## src/rtl/mul_issue_ctrl_pkg.sv

```systemverilog
// Shared definitions for the multiply issue controller: state encodings,
// datapath width and the default operand hold time.
package mul_issue_ctrl_pkg;

    localparam int DATA_W          = 8;
    localparam int DEFAULT_LATENCY = 3;
    localparam int CNT_W           = 4;

    typedef enum logic [1:0] {
        ST_IDLE   = 2'd0,
        ST_WAIT   = 2'd1,
        ST_FINISH = 2'd2
    } state_t;

endpackage

```

## src/rtl/mul_issue_ctrl_multiplier.sv

```systemverilog
// 8-bit combinational array multiplier: rows of gated, shifted copies of the
// multiplicand are accumulated; only the low DATA_W bits of the product are kept.
module multiplier
    import mul_issue_ctrl_pkg::*;
(
    input  logic [DATA_W-1:0] a,
    input  logic [DATA_W-1:0] b,
    output logic [DATA_W-1:0] p
);

    logic [DATA_W-1:0] acc;

    // Sum one partial-product row per multiplier bit, truncated to DATA_W bits.
    always_comb begin
        acc = '0;
        for (int i = 0; i < DATA_W; i++) begin
            acc = acc + ((a << i) & {DATA_W{b[i]}});
        end
    end

    assign p = acc;

endmodule

```

## src/rtl/mul_issue_ctrl.sv

```systemverilog
// Multiply issue controller: latches operands on START, holds them at the
// array multiplier for LATENCY clocks, then captures the product and pulses DONE.
//
//   state  | meaning
//   -------+-----------------------------------------------------------
//   IDLE   | no operation in flight, waiting for START
//   WAIT   | operands held at the multiplier, counter running (BUSY=1)
//   FINISH | product captured into RESULT this cycle (DONE=1); START
//          | here issues the next operation with no idle bubble
module mul_issue_ctrl
    import mul_issue_ctrl_pkg::*;
#(
    parameter int LATENCY = DEFAULT_LATENCY,
    parameter int WIDTH   = DATA_W
) (
    input  logic             CLK,
    input  logic             RESET,
    input  logic             START,
    input  logic [WIDTH-1:0] OPERAND1,
    input  logic [WIDTH-1:0] OPERAND2,
    output logic             BUSY,
    output logic             DONE,
    output logic [WIDTH-1:0] RESULT
);

    // Counter starts at LATENCY-1 so the capture lands exactly LATENCY edges
    // after the accepting edge (LATENCY=1 loads 0 and captures on the next edge).
    localparam logic [CNT_W-1:0] CNT_LOAD = CNT_W'(LATENCY - 1);
    localparam logic [CNT_W-1:0] CNT_ONE  = CNT_W'(1);

    state_t           state_q, state_d;
    logic [CNT_W-1:0] cnt_q, cnt_d;
    logic [WIDTH-1:0] op1_q, op1_d;
    logic [WIDTH-1:0] op2_q, op2_d;
    logic [WIDTH-1:0] result_q, result_d;
    logic [WIDTH-1:0] product;
    logic             accept;

    multiplier u_mult (
        .a (op1_q),
        .b (op2_q),
        .p (product)
    );

    // Next-state, counter, operand and result update logic.
    always_comb begin
        state_d  = state_q;
        cnt_d    = cnt_q;
        op1_d    = op1_q;
        op2_d    = op2_q;
        result_d = result_q;
        accept   = START & ((state_q == ST_IDLE) | (state_q == ST_FINISH));

        case (state_q)
            ST_IDLE, ST_FINISH: begin
                state_d = accept ? ST_WAIT : ST_IDLE;
            end
            ST_WAIT: begin
                if (cnt_q != '0) begin
                    cnt_d = cnt_q - CNT_ONE;
                end else begin
                    result_d = product;
                    state_d  = ST_FINISH;
                end
            end
            default: begin
                state_d = ST_IDLE;
            end
        endcase

        // Operand registers only move on an accepted START, so mid-operation
        // changes on the input ports never reach the multiplier.
        if (accept) begin
            op1_d = OPERAND1;
            op2_d = OPERAND2;
            cnt_d = CNT_LOAD;
        end
    end

    // State and datapath registers with asynchronous clear.
    always_ff @(posedge CLK or posedge RESET) begin
        if (RESET) begin
            state_q  <= ST_IDLE;
            cnt_q    <= '0;
            op1_q    <= '0;
            op2_q    <= '0;
            result_q <= '0;
        end else begin
            state_q  <= state_d;
            cnt_q    <= cnt_d;
            op1_q    <= op1_d;
            op2_q    <= op2_d;
            result_q <= result_d;
        end
    end

    assign BUSY   = (state_q == ST_WAIT);
    assign DONE   = (state_q == ST_FINISH);
    assign RESULT = result_q;

endmodule

```

## config.mk

```make
export PLATFORM = sky130hd
export DESIGN_NAME = mul_issue_ctrl
export DESIGN_NICKNAME = d
export VERILOG_FILES = /design/src/rtl/mul_issue_ctrl_pkg.sv /design/src/rtl/mul_issue_ctrl_multiplier.sv /design/src/rtl/mul_issue_ctrl.sv
export SDC_FILE = /design/constraint.sdc
export NUM_CORES = 1
export LEC_CHECK = 0
export CORE_UTILIZATION = 55
export CTS_CLUSTER_DIAMETER = 100
export DETAILED_ROUTE_END_ITERATION = 7
export DONT_BUFFER_PORTS = 1
export GPL_TIMING_DRIVEN = 0
export PLACE_DENSITY_LB_ADDON = 0.25
export SYNTH_ARGS = -nofsm -noshare
export SYNTH_HDL_FRONTEND = slang
export SYNTH_SLANG_ARGS = --single-unit
```

## constraint.sdc

```tcl
create_clock -name CLK -period 4.05 [get_ports CLK]
set_input_delay 0.405 -clock CLK [delete_from_list [all_inputs] [get_ports CLK]]
set_output_delay 0.405 -clock CLK [all_outputs]
set_load 0.02 [all_outputs]
```

==> impl_metrics.json, run 1 <==
{
  "status": "finished clean",
  "clock_sinks": 30,
  "grt_antenna_before_repair": 0,
  "synth.avg_cell_area_um2": 10.65,
  "drt_wl_total_um": 3484,
  "diodes": 0,
  "synthFlopType": "dfrtp_1",
  "crit_fanout": 5,
  "critPathLaunchType": "flip-flop",
  "final.setup.tns_ns": 0,
  "clock_latency_ns": 0.33,
  "wl_met1_um": 1593,
  "row_count": 21,
  "syn-num-nets": 229,
  "start_util": 0.5814,
  "synth_top_area_frac": 0.3810,
  "finalCriticalPeriod_ns": 3.894,
  "ys_seq_elements": 30,
  "skew_ns": 0.003213,
  "timing.critical_path.slowest_cell_delay_ns": 0.57,
  "gp_congestion": 0.8331,
  "synth-seq-area-share": 0.3810,
  "max_clock_freq_mhz": 256.8,
  "setup_violations": 0,
  "grt_pass1_vias": 1219,
  "slew_viol_final": 0,
  "dr.first_iter.drc_count": 45,
  "drive_gt1_frac": 0.2277,
  "crit_family": "adder cells",
  "crit_chain": "buf_4 > nand2_1 > fa_1 > fa_1 > fa_1 > inv_1 > ha_1 > ha_1 > inv_1 > fa_2 > xor2_1 > xnor2_1 > xnor2_1 > xnor3_1 > o21ai_1",
  "synthCells": 185,
  "crit_top_cell": "fa_1",
  "cts_buffer_depth": 2,
  "pre_cts_ws_ns": -0.0006635,
  "highest_layer": "met4",
  "avgRoutedWirePerCell_um": 14.05,
  "drt-pass1-iter-count": 4,
  "drc_errors": 0,
  "finalInstanceArea_um2": 2183,
  "clkSlewWorstSetupHoldPaths_ns": 0.09,
  "required_ns": 4.31,
  "layout_commonest_cell": "nand2_1",
  "slowest_stage": "fa_1",
  "via_count": 1241,
  "grt_pass1_wl_um": 5589,
  "finalHoldViolations": 0,
  "cts_tree": "yes",
  "critPathBufInv": 3,
  "ys_types": 25,
  "overflow": 0,
  "chipHeight_um": 61.86,
  "wl_met3_um": 151,
  "hp-class": "in -> reg",
  "wl_met2_um": 1705,
  "track_usage": 0.2066,
  "io-pin-count": 29,
  "hold_buffers": 0,
  "slew_headroom": 0.2480,
  "cts_max_level": 2,
  "layout_common_cells": "nand2_1, dfrtp_1, inv_1, mux2_2, and2_1",
  "drv_cap": 0,
  "critPathArrivalTime_ns": 4.16,
  "antenna_left": 0,
  "die-area_um2": 3827,
  "fp.coreArea_um2": 3390,
  "vias_per_cell": 5.004,
  "rsz0062_at_grt": "false",
  "finalWorstSetupSlack_ns": 0.1563,
  "tightest_slew_ns": 1.127,
  "io_buffer_count": 0,
  "critPathKind": "reg -> reg",
  "placed_area_um2": 2028,
  "cts-root-buf": "clkbuf_4",
  "cts_buffers": 5,
  "grt_max_degree": 31,
  "syn_area_um2": 1971,
  "synth.area.top_cells": "dfrtp_1, fa_1, mux2_2",
  "synth_largest_area_cell": "dfrtp_1",
  "dp_hpwl_um": 2523,
  "nNetsFinal": 245,
  "area_delta_synth_final_pct": 10.79,
  "async_flop_share": 1.000,
  "synth-edff-count": 0,
  "yosysWarnings": 0,
  "min_period_over_period": 0.9614,
  "cp-end-kind": "flip-flop",
  "die_w_um": 61.86
}
==> sequential cells by signal, indices dropped and copies added, names as in the netlist <==
signal   cells
cnt_q        4
RESULT       8
op1_q        8
op2_q        8
state_q      2
==> logic make-up (layout without fill, tap and decap cells) <==
group,count (synthesis),in the layout,share of synthesized area
fa+ha+maj,25,25,0.2121
mux,16,16,0.09143
xor+xnor,16,16,0.08191
flops,30,30,0.3810
buf+inv,27,44,0.05968
simple gates,67,67,0.1619
compound gates,4,4,0.01206
==> final cells by class <==
class | instances | area [um2]
clock inverters | 1 | 30.03
clock buffers | 7 | 45.04
well taps | 46 | 57.56
multi-input cells | 128 | 1107
plain buffers | 4 | 31.28
repair buffers | 9 | 67.56
flip-flops and latches | 30 | 758.2
fillers | 264 | 1206
inverters | 23 | 86.33
==> final timing paths <==
kind / start / endpoint / slack, ns / depth (start not counted)
max: op1_q[3] / RESULT[7] / 0.16 / 15
min: OPERAND2[3] / op2_q[3] / 0.22 / 1
max reg2reg: op1_q[3] / RESULT[7] / 0.16 / 15
min reg2reg: op2_q[7] / op2_q[7] / 0.52 / 1
max in group asynchronous: RESET / op1_q[1] / 3.05 / 1
min in group asynchronous: RESET / RESULT[2] / 0.25 / 1
==> synth_stat cells, drive strengths merged, types with 2 or more instances <==
library cell	instances
and2	17
buf	3
dfrtp	30
fa	14
ha	11
inv	23
mux2	16
nand2	38
nand2b	2
nor2	5
nor2b	2
o21ai	3
xnor2	12
xor2	3
==> per-stage QoR <==
step,utilization,hold slack [ns],std cells
detailed placement,0.5984,0.5000,231
global placement,0.5984,0.4947,231
CTS,0.6268,0.2093,241
finish,0.6441,0.2199,248
floorplan,-,0.4811,185
global route,0.6441,0.1976,248
==> per-layer routing <==
metal / vias to the layer above / global-route usage
li1: 600 / -
met1: 608 / 0.2821
met2: 28 / 0.3149
met3: 5 / 0.06625
met4: 0 / 0.06667
met5: - / 0
==> timing repair <==
item | 4_1_cts | 5_1_grt
setup endpoints to repair | 1 | 1
pin swaps | 0 | 5
resized for setup | 5 | 3
endpoints found under the hold margin | 0 | 0
setup buffers | 2 | 7
Power of run 1 is left out: the tool's default activity adds up to more than one toggle a clock period on the data nets, which glitch-free logic cannot reach.
==> run 2, diff against run 1 <==
--- a/config.mk
+++ b/config.mk
@@ -14,3 +14,4 @@
 export SYNTH_ARGS = -nofsm -noshare
 export SYNTH_HDL_FRONTEND = slang
 export SYNTH_SLANG_ARGS = --single-unit
+export TNS_END_PERCENT = 50
==> constraint.sdc (replaced) <==
create_clock -name CLK -period 4.1 [get_ports CLK]
set_input_delay 0.41 -clock CLK [delete_from_list [all_inputs] [get_ports CLK]]
set_output_delay 0.41 -clock CLK [all_outputs]
set_load 0.02 [all_outputs]
==> run 2 against run 1 <==
Cell area fell by 0.86%; die area did not move; via count fell by 0.48%; final cell count fell by 0.81%; first-iteration DRC count fell by 13%; critical endpoint unchanged.
==> impl_metrics.json, run 2 (same netlist as run 1, synthesis figures left out) <==
{
  "grt_pass1_vias": 1195,
  "placed_area_um2": 2028,
  "fp.coreArea_um2": 3390,
  "cts_buffers": 5,
  "min_path_cells": 1,
  "grt_util_met3": 0.06625,
  "crit_fanout": 6,
  "holdCritStartpoint": "OPERAND1[1]",
  "tightest_slew_ns": 1.109,
  "clock_latency_ns": 0.33,
  "slew_viol_final": 0,
  "dp_hpwl_um": 2523,
  "ff2ff_path_depth": 15,
  "clkSlewWorstSetupHoldPaths_ns": 0.10,
  "min_period_over_period": 0.9677,
  "drt_wl_total_um": 3399,
  "drc_errors": 0,
  "clock_sinks": 30,
  "layout_common_cells": "nand2_1, dfrtp_1, inv_1, mux2_2, and2_1",
  "finalCriticalPeriod_ns": 3.967,
  "status": "finished clean",
  "grt_busiest_layer": "met2",
  "diodes": 0,
  "layout_commonest_cell": "nand2_1",
  "cts-root-buf": "clkbuf_4",
  "cp-end-kind": "flip-flop",
  "hold_buffers": 0,
  "overflow": 0,
  "hp-class": "in -> reg",
  "nNetsFinal": 243,
  "drv_cap": 0,
  "n_fill_cell": 266,
  "io_buffer_count": 0,
  "drive_gt1_frac": 0.2100,
  "skew_ns": 0.002889,
  "die_w_um": 61.86,
  "gp_congestion": 0.8331,
  "use_met1": 0.2834,
  "grt_antenna_before_repair": 0,
  "io-pin-count": 29,
  "avgRoutedWirePerCell_um": 13.82,
  "chipHeight_um": 61.86,
  "required_ns": 4.37,
  "antenna_left": 0,
  "cts_buffer_depth": 2,
  "vias_per_cell": 5.020,
  "grt_pass1_wl_um": 5506,
  "critPathArrivalTime_ns": 4.23,
  "slew_headroom": 0.2596,
  "max_clock_freq_mhz": 252.1,
  "finalInstanceArea_um2": 2165,
  "drt-pass1-iter-count": 4,
  "track_usage": 0.2040,
  "cts_max_level": 2,
  "critPathLaunchType": "flip-flop",
  "die-area_um2": 3827,
  "cts_tree": "yes",
  "hold_end": "op1_q[1]",
  "reg2reg_from": "op2_q[1]",
  "r2r-end": "RESULT[7]",
  "via_count": 1235,
  "dr.first_iter.drc_count": 39,
  "finalHoldViolations": 0,
  "critPathKind": "reg -> reg",
  "start_util": 0.5814,
  "grtUsageMet2": 0.3041,
  "setup_violations": 0,
  "area_delta_synth_final_pct": 9.841,
  "row_count": 21,
  "timing.reg2reg.setup_slack_ns": 0.13,
  "fin_util": 0.6386,
  "grt_max_degree": 31
}
==> run 2: worst max path at each step <==
stage / to / depth (start not counted) / startpoint
after floorplan: RESULT[7] / 15 / op1_q[3]
after global placement: RESULT[7] / 14 / op1_q[0]
after detailed placement: RESULT[7] / 15 / op2_q[1]
after CTS: RESULT[7] / 15 / op1_q[3]
after global routing: RESULT[7] / 15 / op1_q[3]
final: RESULT[7] / 15 / op2_q[1]
==> run 2: cell type report <==
type,count,area [um2],area share
Buffer,4,31.28,0.01445
Clock buffer,7,45.04,0.02081
Clock inverter,1,30.03,0.01387
Inverter,23,86.33,0.03988
Multi-Input combinational cell,128,1105,0.5104
Sequential cell,30,757.0,0.3497
Tap cell,46,57.56,0.02659
Timing Repair Buffer,7,52.55,0.02428
==> run 2: worst max-delay path, stage by stage, from the launching register on <==
cell and delay [ns]:
dfrtp_2 0.45, and2_2 0.19, fa_1 0.55, inv_1 0.08
fa_2 0.39, fa_1 0.51, inv_1 0.04, ha_1 0.27
ha_1 0.14, inv_1 0.04, fa_1 0.38, xor2_1 0.20
xnor2_1 0.16, xnor2_1 0.15, xnor3_1 0.24, o21ai_1 0.12
==> run 2: per-stage QoR <==
step	instances	setup WS [ns]	TNS [ns]	hold WS, ns
global route	246	-0.006656	-0.006656	0.1993
finish	246	0.1326	0	0.2187
detailed placement	231	0.04934	0	0.5000
CTS	239	0.0001825	0	0.2143
global placement	231	0.1152	0	0.4947
floorplan	185	0.2908	0	0.4811
==> run 2: repair_timing <==
item / in CTS / in global routing
setup endpoints to repair: 1 / 1
pin swaps: 0 / 3
gates resized for setup: 1 / 5
buffers inserted: 0 / 7
==> run 2: routing by layer <==
layer  share of wire  up-vias  wire length [um]
li1                -      599                 -
met1            0.47      601              1596
met2            0.47       30              1596
met3           0.048        5               162
met4           0.013        0                44
met5               0        -                 0
Power of run 2 is left out for the same reason.
